[config.mk]
export PLATFORM = sky130hd
export DESIGN_NAME = sequential_divider
export DESIGN_NICKNAME = d
export VERILOG_FILES = /design/src/rtl/sequential_divider.sv
export SDC_FILE = /design/constraint.sdc
export NUM_CORES = 1
export LEC_CHECK = 0
export CELL_PAD_IN_SITES_DETAIL_PLACEMENT = 1
export CELL_PAD_IN_SITES_GLOBAL_PLACEMENT = 1
export CORE_ASPECT_RATIO = 1.1
export CORE_UTILIZATION = 38
export CTS_BUF_LIST = sky130_fd_sc_hd__clkbuf_8
export DETAILED_ROUTE_END_ITERATION = 12
export GPL_ROUTABILITY_DRIVEN = 0
export PLACE_DENSITY = 0.78
export SKIP_LAST_GASP = 1
export SYNTH_ARGS = -nofsm -noshare
export SYNTH_HDL_FRONTEND = slang
export SYNTH_SLANG_ARGS = --single-unit
[constraint.sdc]
create_clock -name clk -period 1.9 [get_ports clk]
set_clock_uncertainty 0.1 [all_clocks]
set_input_delay 0.19 -clock clk [delete_from_list [all_inputs] [get_ports clk]]
set_output_delay 0.19 -clock clk [all_outputs]
set_load 0.01 [all_outputs]
[src/rtl/sequential_divider.sv]
// sequential_divider
// Multi-cycle unsigned restoring divider, one quotient bit per clock.
// A start/busy/done handshake launches a division. The quotient, remainder
// and div_by_zero outputs are registered and hold their last completed value
// between operations, so they can drive indicators directly.

module sequential_divider #(
  parameter int DIVIDEND_WIDTH = 9,
  parameter int DIVISOR_WIDTH  = 8
) (
  input  logic                      clk,
  input  logic                      rst,
  input  logic                      start,
  input  logic [DIVIDEND_WIDTH-1:0] dividend,
  input  logic [DIVISOR_WIDTH-1:0]  divisor,
  output logic                      busy,
  output logic                      done,
  output logic [DIVIDEND_WIDTH-1:0] quotient,
  output logic [DIVISOR_WIDTH-1:0]  remainder,
  output logic                      div_by_zero
);

  // The counter must be able to hold DIVIDEND_WIDTH itself.
  localparam int CW = $clog2(DIVIDEND_WIDTH + 1);

  typedef enum logic [1:0] {
    IDLE = 2'd0,
    RUN  = 2'd1,
    DONE = 2'd2
  } state_t;

  state_t state, state_nxt;

  // Working registers. acc_q starts as the dividend; each cycle its MSB is
  // shifted into the partial remainder and the new quotient bit enters at
  // the LSB, so after DIVIDEND_WIDTH steps it holds the full quotient.
  logic [DIVIDEND_WIDTH-1:0] acc_q;
  logic [DIVISOR_WIDTH-1:0]  dvs_q;
  logic [DIVISOR_WIDTH:0]    prem_q;
  logic [CW-1:0]             cnt_q;

  // Control strobes decoded by the FSM.
  logic load;       // accepted start with a non-zero divisor
  logic zero_div;   // accepted start with a zero divisor
  logic finish;     // last RUN iteration, results are committed this edge

  // One restoring step, computed from the current working registers.
  logic [DIVISOR_WIDTH:0]    shifted;
  logic [DIVISOR_WIDTH+1:0]  trial;
  logic                      qbit;
  logic [DIVISOR_WIDTH:0]    prem_step;
  logic [DIVIDEND_WIDTH-1:0] acc_step;
  logic                      last_iter;

  // Shift in the next dividend bit and trial-subtract the divisor. One extra
  // bit on the subtraction gives the borrow, which decides keep or restore.
  // prem_q is always below the divisor, so its top bit is zero and dropping
  // it in the shift loses nothing.
  assign shifted   = {prem_q[DIVISOR_WIDTH-1:0], acc_q[DIVIDEND_WIDTH-1]};
  assign trial     = {1'b0, shifted} - {2'b00, dvs_q};
  assign qbit      = ~trial[DIVISOR_WIDTH+1];
  assign prem_step = qbit ? trial[DIVISOR_WIDTH:0] : shifted;
  assign acc_step  = {acc_q[DIVIDEND_WIDTH-2:0], qbit};
  assign last_iter = (cnt_q == CW'(1));

  // Handshake outputs are plain decodes of the registered state.
  assign busy = (state == RUN);
  assign done = (state == DONE);

  // State register.
  // NOTE: sequential state uses non-blocking (<=) so every register samples
  // the values from before the edge, independent of statement order.
  always_ff @(posedge clk or posedge rst) begin
    if (rst) state <= IDLE;
    else     state <= state_nxt;
  end

  // Next-state logic and control strobes.
  // NOTE: every signal written here gets a default first; a path that left
  // one unassigned would infer a latch.
  always_comb begin
    state_nxt = state;
    load      = 1'b0;
    zero_div  = 1'b0;
    finish    = 1'b0;
    unique case (state)
      IDLE, DONE: begin
        if (start) begin
          if (divisor == '0) begin
            state_nxt = DONE;
            zero_div  = 1'b1;
          end else begin
            state_nxt = RUN;
            load      = 1'b1;
          end
        end else begin
          state_nxt = IDLE;
        end
      end
      RUN: begin
        // start and operand changes are ignored while running.
        if (last_iter) begin
          state_nxt = DONE;
          finish    = 1'b1;
        end
      end
      default: state_nxt = IDLE;
    endcase
  end

  // Working datapath: capture operands on launch, one step per RUN cycle.
  always_ff @(posedge clk or posedge rst) begin
    if (rst) begin
      acc_q  <= '0;
      dvs_q  <= '0;
      prem_q <= '0;
      cnt_q  <= '0;
    end else if (load) begin
      acc_q  <= dividend;
      dvs_q  <= divisor;
      prem_q <= '0;
      cnt_q  <= CW'(DIVIDEND_WIDTH);
    end else if (state == RUN) begin
      acc_q  <= acc_step;
      prem_q <= prem_step;
      cnt_q  <= cnt_q - CW'(1);
    end
  end

  // Result registers: change only when entering DONE (or on reset). The last
  // step's values are taken straight from the step logic so the final
  // quotient bit is included without an extra cycle.
  always_ff @(posedge clk or posedge rst) begin
    if (rst) begin
      quotient    <= '0;
      remainder   <= '0;
      div_by_zero <= 1'b0;
    end else if (finish) begin
      quotient    <= acc_step;
      remainder   <= prem_step[DIVISOR_WIDTH-1:0];
      div_by_zero <= 1'b0;
    end else if (zero_div) begin
      quotient    <= '1;
      remainder   <= '0;
      div_by_zero <= 1'b1;
    end
  end

endmodule

==> results by group <==
Run status
  – Outcome: complete, but fails checks
  – Failing checks: negative setup slack

Yosys
  – Synth cell types: 46
  – Yosys top cell area share: 0.5033
  – Post-synth EDFFs: 0
  – Mean Syn Cell Area: between 9 and 10 um2
  – Post-synthesis simple-gate area fraction: 0.1495
  – Synth top area cells: dfrtp_1, nand2_1, ha_1
  – Post-synthesis adder-cell area fraction: 0.05958
  – Post-synthesis mux area share: 0.01644
  – Synth Area in XOR/XNOR: 0.02157
  – Post-Syn Nets: about 280
  – Asr flop ratio synth: 1.000
  – #FFs+latches synth: 49
  – Main combinational cell family by area after synthesis: compound AO/OA/AOI/OAI gates
  – Largest area contributor in the netlist: dfrtp_1
  – Compound-cell area share of the yosys netlist: 0.1967
  – Synth Instances: 246
  – Synthesized area: 2436 um2
  – Top FF cell, synth: dfrtp_1
  – Ys Warns: 0
  – Sequential element share of the synthesized area: 0.5033

Critical path
  – Endpoint type of the worst setup path: flip-flop
  – Reg-to-Reg Start: acc_q[8]
  – CP Class: reg2reg
  – Crit-path cells: inv_2 > ha_4 > inv_2 > fa_2 > a211o_1 > buf_4 > o21ai_2 > xnor2_2 > mux2i_2 > o21ai_1
  – Setup crit start kind: flip-flop
  – Flop-to-flop setup slack: -310 ps
  – Critical Path Max Stage Delay: 410 ps
  – Max FO, Critical Path: 2
  – Most frequent CP cell: inv_2
  – Number of cells on the critical path: 10
  – Setup crit end: remainder[4]
  – RR Endpoint: remainder[4]
  – Setup crit start: acc_q[8]
  – Req. time, crit path: between 1500 and 2000 ps
  – Worst reg2reg path depth: 10
  – Family with the most delay on the worst path: adder cells
  – Crit path DAT: between 2000 and 2500 ps
  – Critical path's slowest cell: dfrtp_1
  – Worst Path Buf+Inv: 3

Routing
  – DR vias: about 2.3k
  – Uppermost routed layer: met4
  – DRC: 0
  – Vias per inst: between 5 and 6
  – Avg WL per Cell: about 19 um
  – Routed wire length: approximately 8000 um
  – DRT iter0 DRCs: roughly 70
  – WL met1: approximately 3100 um
  – Post-route ant nets: 0
  – First drt pass iteration count: 4
  – Met2 WL: approximately 4400 um
  – WL met3: 230 um

Clocking
  – CTS buffer count: 5
  – Reg clk slew, reported paths: 90 ps
  – Sink Count: between 40 and 50
  – CTS tree: built
  – Maximum buffer depth of the clock tree: 2
  – Root buf cell: clkbuf_8
  – Clock Latency Late Sink: around 310 ps
  – H-tree levels: 2

Die
  – Die footprint: ~6700 um2
  – Vert. Die Dim: roughly 86 um
  – Rows: 30
  – Initial core utilization: 0.3933
  – Die W: ~80 um
  – IO Pins: 40
  – Core area: 6193 um2

Global route
  – First-pass GRT wire length: between 10000 and 15000 um
  – Largest net degree at the start of global routing: 50
  – Antenna violations before repair: 0
  – Tot GR Track Use: 0.2584
  – GRT overflow: 0
  – Number of global-route vias before repair: 2619

Place
  – Port Buffer Count: 39
  – HPWL Detailed: approximately 5300 um

Final layout
  – Post-layout util: 0.5861
  – Most common cell after layout, fill and taps aside: buf_4
  – Reg area: approximately 1200 um2
  – Fillcell total: approximately 700
  – Layout cells sized above 1: 0.3029
  – Synth-to-Final Area Change: 49.00%
  – Most frequent cells in the layout: buf_4, dfrtp_1, nand2_1, clkdlybuf4s50_1, o21ai_0
  – Final nets: 370
  – Ant. Diodes: 0
  – Multi-input logic area: 1274 um2

Timing
  – Period utilization: 1.161
  – Final Critical Period: ~2200 ps
  – Maximum clock rate: between 400 and 500 MHz
  – Setup violators final: 17
  – Slew Limit Headroom: 0.7640
  – Worst-Margin Slew: approximately 350 ps
  – Unrepaired setup endpoints after global routing: yes
  – Final setup margin: -305.7 ps
  – Slew Viols, Final: 0
  – Final Hold Vio Count: 0
  – WHS: between 100 and 150 ps

Worst hold path
  – Hold crit path type: in2async

Power
  – Sequential share of power: 0.239
  – Clk network pwr share: 0.073
  – P_leak: around 1.6 nW
  – Comb pwr share: 0.688
  – Net Sw Frac: 0.4358
  – Peak supply drop: 0.0009837 V
  – Internal: 0.004621 W
  – Total power per unit cell area: around 2300 nW/um2
  – Net Switching: about 0.0036 W

Run
  – Max Cap Violations: 0
-- synthesized netlist by cell type, types with 5 or more instances --
master / number
a21oi_1: 6
a31oi_1: 5
clkbuf_1: 6
dfrtp_1: 49
ha_1: 10
inv_1: 15
nand2_1: 39
nand3_1: 10
nor2_1: 12
o21ai_0: 21
o21ai_1: 6
o22a_1: 8
-- per-layer routing --
metal	GRT usage	vias to the layer above
li1	-	1048
met1	0.2801	1160
met2	0.4976	49
met3	0.04043	18
met4	0.1010	0
met5	0	-
-- state kept, by name, indices dropped and copies added (netlist names) --
register     count
dvs_q            8
state            2
div_by_zero      1
acc_q            9
quotient         9
cnt_q            4
prem_q           8
remainder        8
-- logic make-up (layout without fill, tap and decap cells) --
logic type | after synthesis | in the layout
AO/OA/AOI/OAI | 69 | 69
XOR/XNOR | 6 | 6
adder cells (fa/ha/maj) | 11 | 11
buffers and inverters | 28 | 122
flip-flops | 49 | 49
multiplexers | 4 | 4
AND/OR/NAND/NOR | 79 | 79
-- stage by stage --
stage / TNS, ps / total power [W] / instances / setup WS [ps] / area, um2
after detailed placement: -9358 / 0.006427 / 408 / -347.2 / 3328
after global placement: -3364 / 0.006180 / 408 / -224.6 / 3328
after floorplan: -748.9 / 0.004395 / 246 / -144.5 / 2455
after global routing: -4491 / 0.008769 / 420 / -422.8 / 3630
final: -2689 / 0.008191 / 420 / -305.7 / 3630
after CTS: -2247 / 0.007800 / 420 / -293.0 / 3592
-- cell type report --
class                   count  share of cell area
flip-flops and latches     49              0.3378
well taps                  80             0.02758
clock buffers               5             0.01896
multi-input cells         169              0.3509
repair buffers             97              0.2410
inverters                  17             0.01965
clock inverters             3            0.004137
-- worst min-delay path: cells and delay by family --
family	cells	cell delay [ps]
buffers and inverters	3	730
-- power by group through the flow --
stage               combinational (W)  clock [W]  sequential, W
global route                  0.00610   0.000648        0.00202
finish                        0.00564   0.000600        0.00196
floorplan                     0.00244          0        0.00196
global placement              0.00425          0        0.00193
detailed placement            0.00449          0        0.00194
CTS                           0.00524   0.000615        0.00195
-- worst min-delay path by stage --
stage	startpoint	end	slack, ps	cells past startpoint
6_report	rst	state[0]	140	3
5_1_grt	rst	cnt_q[1]	170	3
4_1_cts	rst	cnt_q[1]	150	3
3_5_place_dp	div_by_zero	div_by_zero	360	2
3_3_place_gp	div_by_zero	div_by_zero	360	2
2_1_floorplan	divisor[0]	dvs_q[0]	200	2
-- what timing repair did --
item	4_1_cts	5_1_grt
pin swaps	18	4
resized for setup	32	9
hold buffers	0	0
endpoints found under the setup margin	18	26
setup buffers	4	0
No activity file was read; power rests on OpenSTA's default activity.
